--- config.mk ---
export PLATFORM = sky130hd
export DESIGN_NAME = raz_pulse_gen
export DESIGN_NICKNAME = d
export VERILOG_FILES = /design/src/rtl/raz_pulse_gen.sv
export SDC_FILE = /design/constraint.sdc
export NUM_CORES = 1
export LEC_CHECK = 0
export ABC_AREA = 0
export ABC_CLOCK_PERIOD_IN_PS = 2200
export BUFFER_PORTS_ARGS = -buffer_cell sky130_fd_sc_hd__buf_2
export CAP_MARGIN = 20
export CORE_MARGIN = 2
export CORE_UTILIZATION = 57
export CTS_CLUSTER_DIAMETER = 30
export DETAILED_ROUTE_END_ITERATION = 12
export PLACE_DENSITY = 0.79
export SYNTH_ARGS = -nofsm -noshare
export SYNTH_HDL_FRONTEND = slang
export SYNTH_SLANG_ARGS = --single-unit
--- constraint.sdc ---
create_clock -name Clk -period 2.2 [get_ports Clk]
set_clock_uncertainty 0.15 [all_clocks]
set_input_delay 0.44 -clock Clk [delete_from_list [all_inputs] [get_ports Clk]]
set_output_delay 0.44 -clock Clk [all_outputs]
set_load 0.01 [all_outputs]
--- src/rtl/raz_pulse_gen.sv ---
// rtl/raz_pulse_gen.sv - RAZ_CHN pulse generator with hold-off, busy flag and issued/dropped counters
// Turns delayed-trigger or software RAZ requests into one fixed-width pulse each.
module raz_pulse_gen #(
  parameter int unsigned W0_CYCLES      = 3,
  parameter int unsigned W1_CYCLES      = 10,
  parameter int unsigned W2_CYCLES      = 20,
  parameter int unsigned W3_CYCLES      = 40,
  parameter int unsigned HOLDOFF_CYCLES = 4,
  parameter int unsigned CNT_WIDTH      = 16
) (
  input  logic                 Clk,
  input  logic                 reset_n,
  input  logic                 ExternalRaz_en,
  input  logic                 SingleRaz_en,
  input  logic                 ForceRaz,
  input  logic [1:0]           RazWidthSel,
  input  logic                 CountClear,
  output logic                 Raz_Chn,
  output logic                 RazBusy,
  output logic [CNT_WIDTH-1:0] RazCount,
  output logic [CNT_WIDTH-1:0] DropCount
);

  localparam logic [7:0] W0_M1   = 8'(W0_CYCLES - 1);
  localparam logic [7:0] W1_M1   = 8'(W1_CYCLES - 1);
  localparam logic [7:0] W2_M1   = 8'(W2_CYCLES - 1);
  localparam logic [7:0] W3_M1   = 8'(W3_CYCLES - 1);
  localparam logic [7:0] HOLD_M1 = 8'(HOLDOFF_CYCLES - 1);

  typedef enum logic [1:0] {
    ST_IDLE    = 2'd0,
    ST_PULSE   = 2'd1,
    ST_HOLDOFF = 2'd2
  } state_e;

  state_e               state_q, state_d;
  logic [7:0]           cnt_q, cnt_d;
  logic                 raz_q, raz_d;
  logic                 force_q;
  logic [CNT_WIDTH-1:0] raz_cnt_q, raz_cnt_d;
  logic [CNT_WIDTH-1:0] drop_cnt_q, drop_cnt_d;
  logic                 req;
  logic                 issue;
  logic                 drop;
  logic [7:0]           width_m1;

  // Both sources merge into one request, so coincident ones never double-count.
  assign req = (SingleRaz_en & ExternalRaz_en) | (ForceRaz & ~force_q);

  always_comb begin
    width_m1 = W0_M1;
    case (RazWidthSel)
      2'd0:    width_m1 = W0_M1;
      2'd1:    width_m1 = W1_M1;
      2'd2:    width_m1 = W2_M1;
      default: width_m1 = W3_M1;
    endcase
  end

  always_comb begin
    state_d = state_q;
    cnt_d   = cnt_q;
    raz_d   = raz_q;
    issue   = 1'b0;
    drop    = 1'b0;
    case (state_q)
      ST_IDLE: begin
        if (req) begin
          state_d = ST_PULSE;
          cnt_d   = width_m1;
          raz_d   = 1'b1;
          issue   = 1'b1;
        end
      end
      ST_PULSE: begin
        drop = req;
        if (cnt_q == 8'd0) begin
          state_d = ST_HOLDOFF;
          cnt_d   = HOLD_M1;
          raz_d   = 1'b0;
        end else begin
          cnt_d = cnt_q - 8'd1;
        end
      end
      ST_HOLDOFF: begin
        drop = req;
        if (cnt_q == 8'd0) begin
          state_d = ST_IDLE;
        end else begin
          cnt_d = cnt_q - 8'd1;
        end
      end
      default: begin
        state_d = ST_IDLE;
        raz_d   = 1'b0;
      end
    endcase
  end

  // Clear beats a same-cycle increment; the drop counter sticks at all-ones.
  always_comb begin
    raz_cnt_d  = raz_cnt_q;
    drop_cnt_d = drop_cnt_q;
    if (CountClear) begin
      raz_cnt_d  = '0;
      drop_cnt_d = '0;
    end else begin
      if (issue) begin
        raz_cnt_d = raz_cnt_q + 1'b1;
      end
      if (drop && (drop_cnt_q != '1)) begin
        drop_cnt_d = drop_cnt_q + 1'b1;
      end
    end
  end

  // force_q resets high so a ForceRaz level held through reset is not an edge.
  always_ff @(posedge Clk or negedge reset_n) begin
    if (!reset_n) begin
      state_q    <= ST_IDLE;
      cnt_q      <= 8'd0;
      raz_q      <= 1'b0;
      force_q    <= 1'b1;
      raz_cnt_q  <= '0;
      drop_cnt_q <= '0;
    end else begin
      state_q    <= state_d;
      cnt_q      <= cnt_d;
      raz_q      <= raz_d;
      force_q    <= ForceRaz;
      raz_cnt_q  <= raz_cnt_d;
      drop_cnt_q <= drop_cnt_d;
    end
  end

  assign Raz_Chn   = raz_q;
  assign RazBusy   = (state_q != ST_IDLE);
  assign RazCount  = raz_cnt_q;
  assign DropCount = drop_cnt_q;

endmodule

==> summary.md <==
The number of nets handed over by synthesis was 303. The number of antenna diodes in the final layout is 0. The region available for standard cell placement spans 4440 µm². VDD sags by at most 462 µV. Leading cell type by number of instances after synthesis: dfrtp_1. The area fraction of the dominant cell type after synthesis works out to 40.1%. Setup total negative slack on the finished layout was measured at 0 ns. Of the available clock period, the critical path in the final layout requires 94.8%.

In this run the remaining antenna-violating nets after routing total 0. In this run the core area contains 24 standard-cell rows. The flip-flop and latch count after synthesis works out to 44. For the part of the Yosys area used for sequential elements, the log shows 41.1%. In the routed layout, each cell is associated on average with a via count of 6.18. Counting the buffers created by CTS gives 5. For this run, design rule violations remaining after detail routing come to 0. The synthesized design spends more area on one cell type than any other, namely dfrtp_1. The floorplan step defined a die boundary enclosing 5280 µm². The H-tree was split into 2 levels. After detailed routing, the total wire length is 6080 µm.

The endpoint class of the critical path is a flop. The first-pass GRT wire length was 10400 µm; the mean instance size in the synthesized netlist was 9.29 µm². The post-route worst setup slack is 0.115 ns, and the total power after layout is 2.98 mW.

After legalization and detailed placement, the total HPWL measured 4480 µm. Across the run, the number of max-cap violations was 0. The cell area after placement is 2990 µm². Maximum clock frequency: 0.480 GHz. The type of the setup path with the least slack is reg -> reg. The effective utilization at floorplan was 60.4%; the number of endpoints with negative hold slack in the final report was 0. The clock-pin slew on the worst setup and hold paths is 0.08 ns, and the hold buffer count at CTS is 0. CTS placed an instance of clkbuf_8 at the clock tree root. The tools report the number of global-route vias before repair as 2212. Relative to the synthesized area, the layout overhead comes to 16.0%.

For the final weighted congestion in routability-driven placement, the log shows 0.861. The run gives 44 as the number of clock sinks seen by CTS. The detailed router placed 2410 vias in this run.

The Yosys step of the flow raised 0 warnings. The shortest period the worst path allows is 2.09 ns. Headroom to the max-slew limit came out at 55.2%. The tightest hold path in the finished design has a slack of 0.0227 ns.

Counting flops with a built-in enable in the synthesized netlist gives 0. The logs give 382 for the count of placed standard cells including taps and 42 for the count of pins on the block boundary. Leakage power figure: 1.39 nW. The worst setup path is launched from a flop. The die is 72.6 µm wide.

The initial antenna violation count was 0; the average detailed-routed wire length per instance was 15.6 µm. The flow ran to the end, and the final reports show no timing, DRC or antenna violations. For this design the ratio of total power to cell area is 956 nW/µm².

Summing all non-filler instances in the final layout gives an area of 3110 µm². For the pin with the worst max-slew slack, the measured transition is 0.672 ns. The y dimension of the die is 72.6 µm.

The net count of the finished layout was 351. The multi-input logic area is 1480 µm², and the cell count after synthesis is 289. Global routing used 25.1% of the available tracks across all layers.

TritonCTS built the clock tree. Before CTS, the worst setup slack after placement is 0.0262 ns. Entering global routing, the biggest net connects 37 pins. Before antenna repair, the detailed router went through 4 iterations. The initial detailed-routing violation count was 188.

The count of input and output buffers is 41. Worst min-delay path class: in -> async. The distinct cell type count of the synthesized netlist was 54. The total of cells resized after clock tree synthesis was 0. Of all nets on the critical path, the largest fanout is 9. The sequential cells in the finished layout cover a total of 1100 µm². The number of max-slew violations in the final report was 0; the aggregate global routing overflow was 0.

The required time at the endpoint of the critical path is 2.23 ns. In this run the cell area of the synthesized design comes to 2690 µm². The prevailing post-synth register cell was dfrtp_1. STA puts the critical path data arrival time at 2.12 ns.

Fraction of final layout cells with drive strength greater than 1: 25.7%. Sorting the synthesized cells by area gives the leading types as dfrtp_1, mux2_2, a21oi_1. The later-pin clock latency in the skew report came out at 0.30 ns.

Setup repair after global routing left no endpoint under its margin. The run gives 390 as the number of standard cells in the final layout excluding fillers. Counting along the longest clock path gives a buffer depth of 2. The commonest cells after synthesis are dfrtp_1, nor2_1, a21oi_1. After synthesis, the share of flip-flops with an asynchronous set or reset is 100%.

The layout has 356 filler cells. Post-CTS setup buffer count: 0. At the end of the flow the core is filled with cells to 70.1%. Setup violations remaining at the end of the flow were counted as 0.
==> path summary, 6_finish.rpt <==
kind	startpoint	to	slack, ns	depth (start not counted)
worst max register to register	state_q[0]	DropCount[10]	0.11	5
max in group asynchronous	reset_n	DropCount[4]	1.29	2
min in group Clk	ForceRaz	force_q	0.11	1
worst min register to register	Raz_Chn	Raz_Chn	0.37	2
worst min-delay path	reset_n	DropCount[10]	0.02	1
worst max-delay path	state_q[0]	DropCount[10]	0.11	5
==> power by group <==
group	switching, mW	internal (mW)	total (mW)
clock	0.274	0.337	0.611
sequential	0.133	0.917	1.05
combinational	0.753	0.562	1.31
==> registers in the layout, summed over array words and instances, names as in the netlist <==
signal and count:
state_q 2, force_q 1, DropCount 16, RazCount 16, Raz_Chn 1, cnt_q 8
==> worst max-delay path, cell delays in order (launching register included) <==
cell	delay, ns
dfrtp_1	0.37
inv_1	0.08
ha_1	0.33
o2111ai_2	0.29
nor4b_1	0.38
mux2_2	0.37
==> final cells by class <==
class / count / share of cell area (%)
Multi-Input combinational cell: 217 / 47.4
Sequential cell: 44 / 35.4
Timing Repair Buffer: 55 / 9.96
Clock buffer: 6 / 2.33
Tap cell: 52 / 2.09
Inverter: 14 / 1.69
Clock inverter: 2 / 1.12
==> placed cells by master, fill, tap and decap left out, types with 3 or more instances in the layout <==
master and count:
buf_2 41, and4_1 3, o31ai_1 8, nor3_1 8, a211oi_1 7, mux2_2 12
nor2b_1 12, buf_4 14, o211ai_1 6, mux2i_1 3, a31oi_1 4, ha_1 6
clkbuf_8 5, nand3_1 13, or4_1 8, xnor2_1 4, or3_1 4, nor4_1 5
dfrtp_1 43, a21oi_1 19, nand2b_1 3, inv_1 14, nand2_1 15, o21ai_0 11
nand4_1 3, nor2_1 25
==> cell families (layout without fill, tap and decap cells) <==
logic type	count (synthesis)	after routing	share of synthesized area [%]
simple gates	115	115	24.3
compound gates	75	75	19.1
flops	44	44	41.1
buf+inv	28	77	4.71
mux	15	15	6.15
fa+ha+maj	6	6	2.80
xor+xnor	6	6	1.96
==> metal layers <==
| metal | vias to the layer above | share of wire, % | GRT usage, % |
|---|---|---|---|
| li1 | 1174 | - | - |
| met1 | 1172 | 45 | 34.2 |
| met2 | 56 | 49 | 40.3 |
| met3 | 8 | 4.3 | 4.83 |
| met4 | 0 | 1.4 | 8.44 |
| met5 | - | 0 | 0 |
Note: power is estimated with default switching activity, not from simulation.
